<file path="src/rtl/pipe_pkg.sv">
// Shared types and defaults for the pipeline skid latch: state encoding,
// default widths and the state-to-occupancy decode.
package pipe_pkg;

    typedef enum logic [1:0] {
        EMPTY = 2'd0,
        BUSY  = 2'd1,
        FULL  = 2'd2
    } state_t;

    localparam int DATA_W_DEFAULT = 32;
    localparam int CNT_W_DEFAULT  = 16;

    // Live-entry count implied by each state; unused encodings report empty.
    function automatic logic [1:0] state_occupancy(input state_t s);
        logic [1:0] occ;
        case (s)
            EMPTY:   occ = 2'd0;
            BUSY:    occ = 2'd1;
            FULL:    occ = 2'd2;
            default: occ = 2'd0;
        endcase
        return occ;
    endfunction

endpackage

</file>
<file path="src/rtl/sat_counter.sv">
// Saturating up-counter with synchronous clear; holds at all-ones.
module sat_counter import pipe_pkg::*; #(
    parameter int WIDTH = CNT_W_DEFAULT
) (
    input  logic             CLK,
    input  logic             nRST,
    input  logic             inc,
    input  logic             clear,
    output logic [WIDTH-1:0] count
);

    localparam logic [WIDTH-1:0] CNT_MAX = {WIDTH{1'b1}};
    localparam logic [WIDTH-1:0] CNT_ONE = {{(WIDTH-1){1'b0}}, 1'b1};

    logic [WIDTH-1:0] count_q;
    logic [WIDTH-1:0] count_d;

    // Next count: clear wins, otherwise step unless already saturated.
    always_comb begin
        count_d = count_q;
        if (clear) begin
            count_d = {WIDTH{1'b0}};
        end else if (inc && (count_q != CNT_MAX)) begin
            count_d = count_q + CNT_ONE;
        end else begin
            count_d = count_q;
        end
    end

    // Count register.
    always_ff @(posedge CLK or negedge nRST) begin
        if (!nRST) begin
            count_q <= {WIDTH{1'b0}};
        end else begin
            count_q <= count_d;
        end
    end

    assign count = count_q;

endmodule

</file>
<file path="src/rtl/pipe_skid_latch.sv">
// Two-entry pipeline skid latch: main register drives the output, skid register
// absorbs one beat so in_ready depends on state only.
module pipe_skid_latch import pipe_pkg::*; #(
    parameter int DATA_W = DATA_W_DEFAULT,
    parameter int CNT_W  = CNT_W_DEFAULT
) (
    input  logic              CLK,
    input  logic              nRST,
    input  logic              flush,
    input  logic              in_valid,
    output logic              in_ready,
    input  logic [DATA_W-1:0] in_data,
    output logic              out_valid,
    input  logic              out_ready,
    output logic [DATA_W-1:0] out_data,
    output logic [1:0]        occupancy,
    output logic [CNT_W-1:0]  stall_cnt
);

    state_t            state_q, state_d;
    logic [DATA_W-1:0] main_q, main_d;
    logic [DATA_W-1:0] skid_q, skid_d;
    logic              in_ready_s;
    logic              out_valid_s;
    logic              xfer_in_s;
    logic              xfer_out_s;

    // Handshake flags decoded purely from the state register.
    always_comb begin
        in_ready_s  = 1'b1;
        out_valid_s = 1'b0;
        case (state_q)
            EMPTY: begin
                in_ready_s  = 1'b1;
                out_valid_s = 1'b0;
            end
            BUSY: begin
                in_ready_s  = 1'b1;
                out_valid_s = 1'b1;
            end
            FULL: begin
                in_ready_s  = 1'b0;
                out_valid_s = 1'b1;
            end
            default: begin
                in_ready_s  = 1'b1;
                out_valid_s = 1'b0;
            end
        endcase
    end

    assign xfer_in_s  = in_valid & in_ready_s;
    assign xfer_out_s = out_valid_s & out_ready;

    // Next state and data movement; flush squashes everything.
    always_comb begin
        state_d = state_q;
        main_d  = main_q;
        skid_d  = skid_q;
        if (flush) begin
            state_d = EMPTY;
            main_d  = {DATA_W{1'b0}};
            skid_d  = {DATA_W{1'b0}};
        end else begin
            case (state_q)
                EMPTY: begin
                    if (xfer_in_s) begin
                        main_d  = in_data;
                        state_d = BUSY;
                    end else begin
                        state_d = EMPTY;
                    end
                end
                BUSY: begin
                    if (xfer_in_s && xfer_out_s) begin
                        main_d  = in_data;
                        state_d = BUSY;
                    end else if (xfer_in_s) begin
                        skid_d  = in_data;
                        state_d = FULL;
                    end else if (xfer_out_s) begin
                        state_d = EMPTY;
                    end else begin
                        state_d = BUSY;
                    end
                end
                FULL: begin
                    // Input is blocked while full; a drain promotes the skid entry.
                    if (xfer_out_s) begin
                        main_d  = skid_q;
                        state_d = BUSY;
                    end else begin
                        state_d = FULL;
                    end
                end
                default: begin
                    state_d = EMPTY;
                    main_d  = {DATA_W{1'b0}};
                    skid_d  = {DATA_W{1'b0}};
                end
            endcase
        end
    end

    // State and payload registers.
    always_ff @(posedge CLK or negedge nRST) begin
        if (!nRST) begin
            state_q <= EMPTY;
            main_q  <= {DATA_W{1'b0}};
            skid_q  <= {DATA_W{1'b0}};
        end else begin
            state_q <= state_d;
            main_q  <= main_d;
            skid_q  <= skid_d;
        end
    end

    sat_counter #(
        .WIDTH (CNT_W)
    ) u_stall_cnt (
        .CLK   (CLK),
        .nRST  (nRST),
        .inc   (out_valid_s & ~out_ready),
        .clear (1'b0),
        .count (stall_cnt)
    );

    assign in_ready  = in_ready_s;
    assign out_valid = out_valid_s;
    assign out_data  = main_q;
    assign occupancy = state_occupancy(state_q);

endmodule

</file>
<file path="config.mk">
export PLATFORM = sky130hd
export DESIGN_NAME = pipe_skid_latch
export DESIGN_NICKNAME = d
export VERILOG_FILES = /design/src/rtl/pipe_pkg.sv /design/src/rtl/sat_counter.sv /design/src/rtl/pipe_skid_latch.sv
export SDC_FILE = /design/constraint.sdc
export NUM_CORES = 1
export LEC_CHECK = 0
export ABC_AREA = 1
export CAP_MARGIN = 5
export CORE_ASPECT_RATIO = 2
export CORE_MARGIN = 2
export CORE_UTILIZATION = 51
export DETAILED_ROUTE_END_ITERATION = 12
export GPL_ROUTABILITY_DRIVEN = 0
export PLACE_DENSITY = 0.9
export SYNTH_ARGS = -nofsm -noshare
export SYNTH_HDL_FRONTEND = slang
export SYNTH_SLANG_ARGS = --single-unit
</file>
<file path="constraint.sdc">
create_clock -name CLK -period 2.5 [get_ports CLK]
set_clock_uncertainty 0.05 [all_clocks]
set_input_delay 0.5 -clock CLK [delete_from_list [all_inputs] [get_ports CLK]]
set_output_delay 0.5 -clock CLK [all_outputs]
set_load 0.05 [all_outputs]
</file>
## After elaboration in Yosys (flattened, before gate mapping)

Index checks and enable logic that the tools add are counted.

| storage, ports and cells | value |
|---|---|
| flip-flop bits (word level) | 82 |
| input bits | 37 |
| output and inout port bits | 52 |
| word-level logic and storage cells | 43 |

| operators by class | value |
|---|---|
| $add $sub $neg | 1 |
| equal/unequal tests | 9 |
| mux-type cells | 18 |
| bitwise logic cells | 4 |
| reduce and logical (&&, ||, !) cells | 7 |

Operator list:

| kind | number |
|---|---|
| $mux W32 | 6 |
| $pmux W32 S3 | 1 |
| $pmux W32 S2 | 1 |
| $add A16 B1 Y16 const B | 1 |
| $ne A16 B16 Y1 const B | 1 |
| $ne A3 B3 Y1 const B | 5 |
| $mux W2 | 4 |
| $pmux W2 S3 | 1 |
| $reduce_and A3 Y1 | 2 |
| $mux W1 | 4 |
| $pmux W2 S2 | 1 |
| $reduce_or A2 Y1 | 2 |
| $and A1 B1 Y1 | 3 |
| $eq A2 B1 Y1 const B | 1 |
| $eq A2 B2 Y1 const B | 1 |
| $logic_and A1 B1 Y1 | 2 |
| $logic_not A2 Y1 | 1 |
| $ne A2 B1 Y1 const B | 1 |
| $not A1 Y1 | 1 |

## Depth between registers and ports, before layout

| logic depth | value |
|---|---|
| word-level depth | 9 |
| depth in mapped cells | 13 |
| mapped depth without buffers | 11 |

## Hierarchy

From an unflattened synthesis, not the netlist that was laid out.

| unflattened totals | value |
|---|---|
| cell total of the unflattened synthesis | 569 |
| area total of the unflattened synthesis | 4436.8 um^2 |

By module, submodules not included:

| module | instances | cells each | area each (um^2) | sequential area each (um^2) |
|---|---|---|---|---|
| pipe_skid_latch | 1 | 425 | 3399.5 | 1651.6 |
| sat_counter | 1 | 144 | 1037.2 | 400.4 |

## Least setup slack after synthesis

No wires, ideal clock.

| path | value |
|---|---|
| kind | register to register |
| from | register state_q[1] |
| to | register main_q[0], in the netlist out_data[0] |
| library setup time | 0.067 ns |
| arrival time | 2.349 ns |
| data required time | 2.383 ns |
| setup slack | 0.034 ns |
| stages on the path, launching flop included | 13 |
| path buffers | 2 |
| clock period less this slack | 2.466 ns |
| path through | dfrtp_1 -> inv_1 -> clkbuf_1 -> ha_1 -> nand2_1 -> inv_1 -> ha_1 -> o21ai_1 -> inv_2 -> a21oi_4 -> buf_4 -> nand2_1 -> nand2_1 |

| on the way | value |
|---|---|
| longest elaborated chain between the ends | 7 |
| elaborated cells between the ends (all ways) | 15 |
| those cells by class | 5 x eq/ne; 4 x mux; 2 x bitwise; 4 x reduce/logical |

Ends and longest elaborated chain:

| element | RTL line | source |
|---|---|---|
| from (decl) | pipe_skid_latch.sv:20 | `state_t state_q, state_d;` |
| from (signal assigned) | pipe_skid_latch.sv:112 | `state_q <= state_d;` |
| $eq A2 B2 Y1 / $eq A2 B1 Y1 (equally long branches) | pipe_skid_latch.sv:32 | `case (state_q)` |
| $reduce_or A2 Y1 (no line) * | - |  |
| $mux W1 * | pipe_skid_latch.sv:32 |  |
| via out_valid | pipe_skid_latch.sv:13 | `output logic out_valid,` |
| $and A1 B1 Y1 * | pipe_skid_latch.sv:53 | `assign xfer_out_s = out_valid_s & out_ready;` |
| $logic_and A1 B1 Y1 | pipe_skid_latch.sv:75 | `if (xfer_in_s && xfer_out_s) begin` |
| $ne A3 B3 Y1 (no line) | - |  |
| $reduce_and A3 Y1 (no line) * | - |  |
| to (signal assigned) | pipe_skid_latch.sv:109 | `main_q <= {DATA_W{1'b0}};` |
| to (signal assigned) | pipe_skid_latch.sv:113 | `main_q <= main_d;` |
| to (decl) | pipe_skid_latch.sv:21 | `logic [DATA_W-1:0] main_q, main_d;` |

The timed path passes the listed nets; every way through them passes the cells marked *.
A chain may end at the register's enable or synchronous reset.

## Final worst setup path

| path | value |
|---|---|
| from | register state_q[1] |
| to | output occupancy[0] |

| on the way | value |
|---|---|
| longest elaborated chain between the ends | 2 |
| elaborated cells between the ends (all ways) | 3 |
| those cells by class | 2 x eq/ne; 1 x mux |

Ends and longest elaborated chain:

| element | RTL line | source |
|---|---|---|
| $eq A2 B2 Y1 / $eq A2 B1 Y1 (equally long branches) | pipe_pkg.sv:17 | `case (s)` |
| $pmux W2 S2 * | pipe_pkg.sv:17 |  |
| to (decl) | pipe_skid_latch.sv:16 | `output logic [1:0] occupancy,` |

Mark *: on every way between the ends. The rest lies on a longest branch, timed or not.

==> impl_metrics.py <==
metrics = {
    "outcome": {
        "status": "complete, no violations",
    },
    "die": {
        "start_util": 0.516,
        "fp.coreArea_um2": 8170,
        "ios": 89,
        "dieArea_um2": 9060,
        "die_w_um": 68.3,
        "fp.dieH_um": 133,
        "rows": 47,
    },
    "global_route": {
        "antenna_found_initial": 0,
        "grt_pass1_vias": 4206,
        "grt_overflow_total": 0,
        "grt_pass1_wl_um": 19500,
        "track_usage": 0.281,
        "grt_max_degree": 65,
    },
    "route": {
        "wl_per_cell_um": 16.1,
        "drtIter0Drc": 448,
        "vias": 4122,
        "detail-route-antenna-nets": 0,
        "wirelength_um": 11600,
        "viasPerCell": 5.74,
        "drtPass1Iterations": 6,
        "drc": 0,
    },
    "logic_synthesis": {
        "synth_top_area_share": 0.487,
        "ys.warnings.count": 0,
        "synth-simple-area-share": 0.324,
        "synth-compound-area-share": 0.0970,
        "syn_avg_cell_area_um2": 7.91,
        "syn-instance-count": 533,
        "syn-num-nets": 577,
        "netlist_area_um2": 4220,
        "ys_seq_area_frac": 0.487,
        "synth_cell_types": 28,
        "synth.area.top_cells": "dfrtp_1, nand2_1, nand4_1, nand3_1, a22o_1",
        "yosysTopAreaCell": "dfrtp_1",
        "ys_ff_latch": 82,
        "synth-xor-area-share": 0.00831,
        "synth_top_family_by_area": "simple AND/OR/NAND/NOR gates",
        "synth_adder_area_share": 0.0208,
        "synth.mux.area_fraction": 0,
    },
    "finish": {
        "layout_commonest_cell": "nand2_1",
        "drive_gt1_frac": 0.0839,
        "multi_input_comb_area_um2": 1900,
        "num_antenna_cells": 0,
        "final_area_um2": 5530,
        "final-seq-area_um2": 2050,
        "fill_cells": 612,
        "fin_nets": 659,
        "area_delta_synth_final_pct": 31.2,
        "final_core_util": 0.677,
        "mostFrequentLayoutCells": "nand2_1, clkdlybuf4s50_1, dfrtp_1",
    },
    "timing": {
        "hold_viol": 0,
        "min_period_over_period": 0.959,
        "hold_ws_ns": 0.0799,
        "setup_viol": 0,
        "fmaxAchievable_ghz": 0.417,
        "min_period_ns": 2.40,
        "setup_ws_ns": 0.102,
        "drv_slew": 0,
        "setup_tns_ns": 0,
        "maxSlewHeadroom": 0.648,
        "worstMarginPinSlew_ns": 0.526,
        "rsz0062_at_grt": "false",
    },
    "job": {
        "cap_violations": 0,
    },
    "cts": {
        "max-clock-path-buffers": 2,
        "cts-root-buf": "clkbuf_16",
        "ctsHoldBuffers": 0,
        "cts_buffers": 9,
        "ctsResizeCount": 1,
        "clk-insertion-delay-late_ns": 0.34,
        "cts_setup_buffers": 0,
        "cts_tree": "done",
        "clkTransAtPathRegs_ns": 0.06,
        "cts_sinks": 82,
        "htree_levels": 3,
    },
    "worst_setup_path": {
        "regToRegEndpoint": "skid_q[15]",
        "cp_max_fo": 24,
        "cp_cell_sequence": "inv_1 > buf_4 > ha_1 > buf_4 > buf_12",
        "slowest_delay_ns": 0.41,
        "path_common_cell": "buf_4",
        "r2r_slack_ns": 0.29,
        "rr_startpoint": "state_q[1]",
        "cp.required_ns": 1.95,
        "crit_type": "reg -> out",
        "slowest_stage": "dfrtp_1",
        "worst_setup_path_end_kind": "output port",
        "cp_data_arrival_time_ns": 1.85,
        "reg2regPathDepth": 9,
        "setup.worst_path.start_class": "flip-flop",
    },
    "placed_design": {
        "pre_cts_slack_ns": 0.269,
        "dp_hpwl_um": 8030,
        "numPortBuffers": 88,
        "place_area_um2": 5230,
    },
    "pwr": {
        "ir_drop_uv": 613,
        "p_leak_nw": 2.65,
        "power_density_nw_per_um2": 772,
    },
    "min_path": {
        "hp-class": "in -> async",
    },
}
## sequential cells by signal, indices dropped and copies added, names as in the netlist
signal,cells
skid_q,32
out_data,32
state_q,2
u_stall_cnt.count,16
## worst max path at each step
stage	start	end	cells past startpoint	slack, ns
final	state_q[1]	occupancy[0]	5	0.10
after global routing	state_q[1]	occupancy[0]	5	0.03
after CTS	state_q[1]	occupancy[0]	5	0.13
after detailed placement	in_valid	out_data[19]	10	0.27
after global placement	out_ready	out_data[13]	9	0.33
after floorplan	state_q[1]	out_data[0]	12	0.03
## area by class of cell
type | instances | area share
inverters | 30 | 0.0204
flip-flops and latches | 82 | 0.371
multi-input cells | 388 | 0.343
clock inverters | 4 | 0.00905
repair buffers | 104 | 0.188
well taps | 98 | 0.0222
clock buffers | 12 | 0.0464
## worst max-delay path: cells and delay by family, from the launching register on
kind / cells / cell delay (ns)
flip-flops: 1 / 0.41
buffers and inverters: 4 / 0.86
adder cells (fa/ha/maj): 1 / 0.24
## cells by family after synthesis
kind of cell,after synthesis
flops,82
xor+xnor,4
compound gates,62
simple gates,315
fa+ha+maj,7
buf+inv,63
## synth_stat cells (all sizes together)
library cell  instances
xor2                  2
a21oi                 2
nand3b                2
ha                    7
nand4                38
buf                  13
o21ai                40
o22ai                 1
a32oi                 1
nand3                46
xnor2                 2
clkbuf               20
nand2               206
a22o                 18
and2                  1
dfrtp                82
nor2                 22
inv                  30
## routing by layer
layer / wire [um] / global-route usage
met1: 4030 / 0.318
met2: 6270 / 0.469
met3: 614 / 0.0476
met4: 665 / 0.176
met5: 0 / 0
## report_power, final
| part | switching, mW | internal, mW |
|---|---|---|
| Combinational | 0.866 | 0.440 |
| Clock | 0.530 | 0.827 |
| Sequential | 0.137 | 1.47 |
## through the flow
stage	std cells	total power [mW]
3_3_place_gp	702	2.89
2_1_floorplan	533	2.45
4_1_cts	718	4.28
5_1_grt	718	4.45
3_5_place_dp	702	2.93
6_report	718	4.27
(Power assumes the default switching activity.)
